## config.mk

```make
export PLATFORM = sky130hd
export DESIGN_NAME = game_over_overlay
export DESIGN_NICKNAME = d
export VERILOG_FILES = /design/src/rtl/game_over_overlay.sv
export SDC_FILE = /design/constraint.sdc
export NUM_CORES = 1
export LEC_CHECK = 0
export CORE_ASPECT_RATIO = 0.9
export CORE_MARGIN = 2
export CORE_UTILIZATION = 46
export CTS_CLUSTER_SIZE = 14
export DETAILED_ROUTE_END_ITERATION = 12
export HOLD_SLACK_MARGIN = 0.05
export PLACE_DENSITY_LB_ADDON = 0.25
export SLEW_MARGIN = 40
export SYNTH_ARGS = -nofsm -noshare
export SYNTH_HDL_FRONTEND = slang
export SYNTH_SLANG_ARGS = --single-unit
```

## constraint.sdc

```tcl
create_clock -name Clk -period 1.4 [get_ports Clk]
set_clock_uncertainty 0.15 [all_clocks]
set_input_delay 0.42 -clock Clk [delete_from_list [all_inputs] [get_ports Clk]]
set_output_delay 0.42 -clock Clk [all_outputs]
set_load 0.01 [all_outputs]
```

## src/rtl/game_over_overlay.sv

```systemverilog
// game_over_overlay
// -----------------------------------------------------------------------------
// Pixel-pipeline stage wrapped around the Game Over sprite frame RAM.
//   Stage 1: hit test against the sprite rectangle, RAM read address, and
//            capture of background colour / valid / show for this pixel.
//   Stage 2: the RAM registers its read data; side-band bits advance with it.
//   Stage 3: composite the sprite pixel over the background (black is the
//            transparent key) and register the result.
// A frame-synchronous FSM (IDLE -> WAIT_FRAME -> SHOW) decides when the
// overlay is shown, so that it only ever appears or disappears on a frame
// boundary.
//
// Optional feature macro: GAMEOVER_BLINK_EN
//   defined   : the sprite blinks, BLINK_FRAMES frames on / BLINK_FRAMES off.
//   undefined : the sprite is steady for the whole SHOW period.
// -----------------------------------------------------------------------------
module game_over_overlay #(
    parameter int SPRITE_W     = 128,  // sprite width in pixels
    parameter int SPRITE_H     = 64,   // sprite height in pixels
    parameter int ORIGIN_X     = 256,  // screen X of the sprite's top-left pixel
    parameter int ORIGIN_Y     = 208,  // screen Y of the sprite's top-left pixel
    parameter int BLINK_FRAMES = 30    // frames per blink phase, 1..63
) (
    input  logic        Clk,
    input  logic        Reset_n,
    input  logic        frame_start,
    input  logic        game_over,
    input  logic        pixel_valid,
    input  logic [9:0]  DrawX,
    input  logic [9:0]  DrawY,
    input  logic [23:0] bg_rgb,
    output logic [18:0] rom_addr,
    input  logic [23:0] rom_data,
    output logic [23:0] out_rgb,
    output logic        out_valid,
    output logic        overlay_active
);

    // -------------------------------------------------------------------------
    // Constants
    // -------------------------------------------------------------------------
    localparam logic [1:0] ST_IDLE       = 2'd0;
    localparam logic [1:0] ST_WAIT_FRAME = 2'd1;
    localparam logic [1:0] ST_SHOW       = 2'd2;

    // Rectangle bounds, one bit wider than DrawX/DrawY so ORIGIN+SIZE cannot wrap.
    localparam logic [10:0] X_LO = 11'(ORIGIN_X);
    localparam logic [10:0] X_HI = 11'(ORIGIN_X + SPRITE_W);
    localparam logic [10:0] Y_LO = 11'(ORIGIN_Y);
    localparam logic [10:0] Y_HI = 11'(ORIGIN_Y + SPRITE_H);

    // Address arithmetic operands, all in the 19-bit address width.
    localparam logic [18:0] X_BASE    = 19'(ORIGIN_X);
    localparam logic [18:0] Y_BASE    = 19'(ORIGIN_Y);
    localparam logic [18:0] ROW_PITCH = 19'(SPRITE_W);

    // A parameter set outside the supported range elaborates this marker block,
    // which then shows up by name in the elaborated hierarchy.
    if ((SPRITE_W * SPRITE_H > 8192) || (BLINK_FRAMES < 1) || (BLINK_FRAMES > 63))
    begin : g_param_out_of_range
    end

    // -------------------------------------------------------------------------
    // Overlay FSM
    // -------------------------------------------------------------------------
    logic [1:0] state;
    logic [1:0] state_next;

    // Next-state decode: show/hide only at frame boundaries, abort a pending show at once.
    always_comb begin
        // NOTE: every output of a combinational block gets a default first, so no
        // path through the case leaves it unassigned and no latch is inferred.
        state_next = state;
        case (state)
            ST_IDLE: begin
                // A rise that coincides with frame_start still waits a full frame.
                if (game_over) state_next = ST_WAIT_FRAME;
            end
            ST_WAIT_FRAME: begin
                if (!game_over)       state_next = ST_IDLE;
                else if (frame_start) state_next = ST_SHOW;
            end
            ST_SHOW: begin
                // Mid-frame deassertion is held off until the frame boundary.
                if (frame_start && !game_over) state_next = ST_IDLE;
            end
            default: state_next = ST_IDLE;
        endcase
    end

    // State register.
    always_ff @(posedge Clk or negedge Reset_n) begin
        // NOTE: clocked state uses non-blocking assignments so every register
        // samples the pre-edge value of every other register.
        if (!Reset_n) state <= ST_IDLE;
        else          state <= state_next;
    end

    assign overlay_active = (state == ST_SHOW);

    // -------------------------------------------------------------------------
    // Visibility (blink)
    // -------------------------------------------------------------------------
    logic visible;

`ifdef GAMEOVER_BLINK_EN
    localparam logic [5:0] BLINK_LAST = 6'(BLINK_FRAMES - 1);

    logic [5:0] frame_cnt;
    logic       show_enter;

    assign show_enter = (state != ST_SHOW) && (state_next == ST_SHOW);

    // Blink phase: visible on SHOW entry, toggles every BLINK_FRAMES frames, cleared on exit.
    always_ff @(posedge Clk or negedge Reset_n) begin
        if (!Reset_n) begin
            frame_cnt <= '0;
            visible   <= 1'b0;
        end else if (show_enter) begin
            frame_cnt <= '0;
            visible   <= 1'b1;
        end else if (state_next != ST_SHOW) begin
            frame_cnt <= '0;
            visible   <= 1'b0;
        end else if (frame_start) begin
            if (frame_cnt == BLINK_LAST) begin
                frame_cnt <= '0;
                visible   <= ~visible;
            end else begin
                frame_cnt <= frame_cnt + 6'd1;
            end
        end
    end
`else
    // Steady overlay: visible for the whole SHOW period.
    assign visible = (state == ST_SHOW);
`endif

    logic show;
    assign show = (state == ST_SHOW) && visible;

    // -------------------------------------------------------------------------
    // Hit test and RAM address (stage 1 combinational)
    // -------------------------------------------------------------------------
    logic [10:0] draw_x_ext;
    logic [10:0] draw_y_ext;
    logic [18:0] off_x;
    logic [18:0] off_y;
    logic        hit;
    logic [18:0] addr_next;

    assign draw_x_ext = {1'b0, DrawX};
    assign draw_y_ext = {1'b0, DrawY};

    // Rectangle hit test and row-major sprite address; address forced to 0 when not hit.
    always_comb begin
        off_x     = {9'd0, DrawX} - X_BASE;
        off_y     = {9'd0, DrawY} - Y_BASE;
        hit       = pixel_valid
                    && (draw_x_ext >= X_LO) && (draw_x_ext < X_HI)
                    && (draw_y_ext >= Y_LO) && (draw_y_ext < Y_HI);
        addr_next = hit ? (off_y * ROW_PITCH + off_x) : '0;
    end

    // -------------------------------------------------------------------------
    // Pipeline
    // -------------------------------------------------------------------------
    logic        hit_d1;
    logic        show_d1;
    logic        valid_d1;
    logic [23:0] bg_rgb_d1;

    logic        hit_d2;
    logic        show_d2;
    logic        valid_d2;
    logic [23:0] bg_rgb_d2;

    // Stage 1: launch the RAM read and capture the pixel's side-band information.
    always_ff @(posedge Clk or negedge Reset_n) begin
        // NOTE: the colour registers are reset along with the control bits so a
        // mid-line reset leaves the whole pipeline in a known, black state.
        if (!Reset_n) begin
            rom_addr  <= '0;
            hit_d1    <= 1'b0;
            show_d1   <= 1'b0;
            valid_d1  <= 1'b0;
            bg_rgb_d1 <= '0;
        end else begin
            rom_addr  <= addr_next;
            hit_d1    <= hit;
            show_d1   <= show;
            valid_d1  <= pixel_valid;
            bg_rgb_d1 <= bg_rgb;
        end
    end

    // Stage 2: side-band bits advance while the RAM registers its read data.
    always_ff @(posedge Clk or negedge Reset_n) begin
        if (!Reset_n) begin
            hit_d2    <= 1'b0;
            show_d2   <= 1'b0;
            valid_d2  <= 1'b0;
            bg_rgb_d2 <= '0;
        end else begin
            hit_d2    <= hit_d1;
            show_d2   <= show_d1;
            valid_d2  <= valid_d1;
            bg_rgb_d2 <= bg_rgb_d1;
        end
    end

    logic sprite_opaque;
    assign sprite_opaque = hit_d2 && show_d2 && (rom_data != 24'h000000);

    // Stage 3: composite the sprite over the background; black is transparent.
    always_ff @(posedge Clk or negedge Reset_n) begin
        if (!Reset_n) begin
            out_rgb   <= '0;
            out_valid <= 1'b0;
        end else begin
            out_rgb   <= sprite_opaque ? rom_data : bg_rgb_d2;
            out_valid <= valid_d2;
        end
    end

endmodule
```

==> impl_metrics.yaml <==
grt:
  met1_usage_pct: 25.17
  grt-busiest-layer: "met2"
  grt_overflow: 0
  antenna_found_initial: 0
  grt_pass1_vias: 2753
  use_met2_pct: 38.04
  grt_max_degree: 49
  gr-usage-met3_pct: 4.107
  grt_pass1_wl_um: 13920
  track_usage_pct: 20.70
finish:
  nets: 514
  multi_input_area_um2: 1588
  drive_gt1_share_pct: 51.16
  fill_cells: 464
  antenna_cells: 0
  seq_area_um2: 2502
  syn_to_final_growth_pct: 58.78
synth:
  synth_fa_ha_area_share_pct: 5.693
  synth_enable_flop_cells: 0
  synth_top_family_by_area: "simple AND/OR/NAND/NOR gates"
  async_flop_share_pct: 100.0
  synth.distinct_cells: 35
  yosys.area_share.simple_pct: 7.785
  yosysWarnings: 0
  synthesis.area_um2: 3648
  yosys.area_share.xor_xnor_pct: 3.121
  synth_top_area_share_pct: 68.59
  synth_ff_type: "dfrtp_1"
  synth_compound_area_share_pct: 5.453
  synthesis.nets: 340
  yosysTopAreaCell: "dfrtp_1"
  yosysSeqAreaShare_pct: 68.59
  yosys_register_bits: 100
  synthMuxAreaShare_pct: 7.407
  synth_cells: 251
  syn_avg_cell_area_um2: 14.54
  yosys-top-cells-area: "dfrtp_1, mux2_2, ha_1"
worst_setup_path:
  cp.required_ns: 1.48
  ff2ff_path_depth: 6
  r2r_slack_ns: 0.07
  startpoint: "DrawY[0]"
  cp_max_fo: 3
  r2r_start: "state[1]"
  crit_path_end_kind: "flop"
  arrival_ns: 2.05
  critPathLaunchType: "input pin"
  critPathKind: "input pin to flop"
  crit_path_end: "rom_addr[15]"
  r2r-end: "state[1]"
sta:
  hold_viol_final: 0
  slew_violations: 0
  tns_ns: -17.84
  setup_viol: 81
  fmax_ghz: 0.5080
  period_minus_slack_ns: 1.969
  rsz0062_at_grt: "true"
  slew_headroom_pct: 66.87
  worst_slew_pin_slew_ns: 0.4958
  min_period_over_period_pct: 140.6
  setup_ws_ns: -0.5687
clock_network:
  clock_sinks: 100
  clock_latency_ns: 0.34
  cts.htree.levels: 3
  clkTransAtPathRegs_ns: 0.09
  cts.path.max_buffers: 2
  cts_tree: "yes"
  clockRootBuffer: "clkbuf_8"
  cts_buffers: 9
die:
  row_count: 30
  die-area_um2: 8661
  start_util_pct: 47.88
  die_h_um: 88.49
  core_area_um2: 7620
  io_pins: 118
  die_w_um: 97.88
power:
  p_total_uw: 5719
  leakage_uw: 0.002766
  p_per_area_nw_per_um2: 987.2
  irDropWorstVdd_mv: 0.5372
placement:
  gp_congestion: 0.8068
  numPortBuffers: 117
  dp_hpwl_um: 5845
worst_hold_path:
  hp-class: "input pin to flop"
run_status:
  status: "complete, but fails checks"
  violations: "negative setup slack"
routing:
  first_iter_violations: 73
  first_pass_iters: 4
  drtAntennaViolNets: 0
  remaining_drc_errors: 0
  detail_route.wirelength_um: 8459
  wl_per_cell_um: 16.08
  num_vias: 2547
  viasPerCell: 4.842
job:
  maxCapViolations: 0
## synthesized netlist by cell type, drive strengths merged, types with 3 or more instances
cell   instances
nor4           7
nand2          7
o21ai          8
mux2          24
and2          10
nand4          3
dfrtp        100
a21o           3
inv            8
xor2           5
xnor2          8
buf            3
a21oi          8
nor2          16
ha            15
## logic make-up after synthesis
logic type / Yosys count
buffers and inverters: 13
adder cells (fa/ha/maj): 16
AO/OA/AOI/OAI: 31
flip-flops: 100
multiplexers: 24
XOR/XNOR: 13
AND/OR/NAND/NOR: 54
## power by group
group	leakage, uW	switching [uW]	internal (uW)
sequential	0.00122	39.0	3010
combinational	0.00146	468	596
clock	0.0000840	899	702
## stage by stage
| stage | hold slack, ns | worst slack [ns] | cells | util, % | area (um^2) |
|---|---|---|---|---|---|
| floorplan | -0.02559 | -0.6913 | 251 | - | 3996 |
| global placement | 0.1236 | -1.387 | 496 | 72.86 | 5552 |
| detailed placement | 0.1260 | -1.427 | 496 | 72.86 | 5552 |
| CTS | 0.1451 | -0.5097 | 526 | 76.14 | 5802 |
| global route | 0.1371 | -0.6151 | 526 | 76.03 | 5793 |
| finish | 0.1615 | -0.5687 | 526 | 76.03 | 5793 |
## critical path: stages
cell	delay [ns]
buf_2	0.13
ha_4	0.17
fa_2	0.39
a21o_1	0.23
a221oi_4	0.31
buf_4	0.16
o21ai_2	0.05
xnor2_1	0.14
nor2_1	0.05
## flip-flops by register name, indices dropped and copies added, names as in the netlist
name	count
out_rgb	24
hit_d1	1
out_valid	1
hit_d2	1
bg_rgb_d1	24
state	2
show_d2	1
show_d1	1
valid_d1	1
valid_d2	1
rom_addr	19
bg_rgb_d2	24
## cell usage in the layout (no fill, tap or decap), types with 10 or more instances in the layout
master and count:
dlygate4sd2_1 10, mux2_4 24, buf_2 47, ha_4 12, clkbuf_8 10, clkdlybuf4s50_1 27
dfrtp_1 100, buf_6 23, buf_4 42, nor2_1 11
## layout make-up
class | instances | share of cell area [%]
Clock buffer | 13 | 2.570
Clock inverter | 3 | 0.3672
Inverter | 8 | 0.7559
Multi-Input combinational cell | 138 | 27.41
Sequential cell | 100 | 43.20
Tap cell | 96 | 2.073
Timing Repair Buffer | 167 | 23.50
Timing Repair inverter | 1 | 0.1296
## layer usage
metal / share of wire, % / vias up / routed length [um]
met2: 54 / 74 / 4566
met4: 0.98 / 0 / 83
met5: 0 / - / 0
li1: - / 1205 / -
met1: 41 / 1260 / 3430
met3: 4.5 / 8 / 378
## worst min-delay path by stage
stage,slack [ns],cells past startpoint,start,endpoint
floorplan,-0.03,0,Reset_n,bg_rgb_d1[0]
global placement,0.12,1,Reset_n,out_rgb[18]
detailed placement,0.13,1,Reset_n,out_rgb[14]
CTS,0.15,2,rom_data[23],out_rgb[23]
global route,0.14,2,rom_data[16],out_rgb[16]
finish,0.16,2,rom_data[23],out_rgb[23]
## timing repair
item,CTS,global route
setup endpoints to repair,89,89
hold endpoints to repair,100,0
pin swaps,29,16
gates cloned,3,0
gates resized for setup,362,29
buffers inserted,11,4
hold buffers,1,0
No activity file was read; power rests on OpenSTA's default activity.
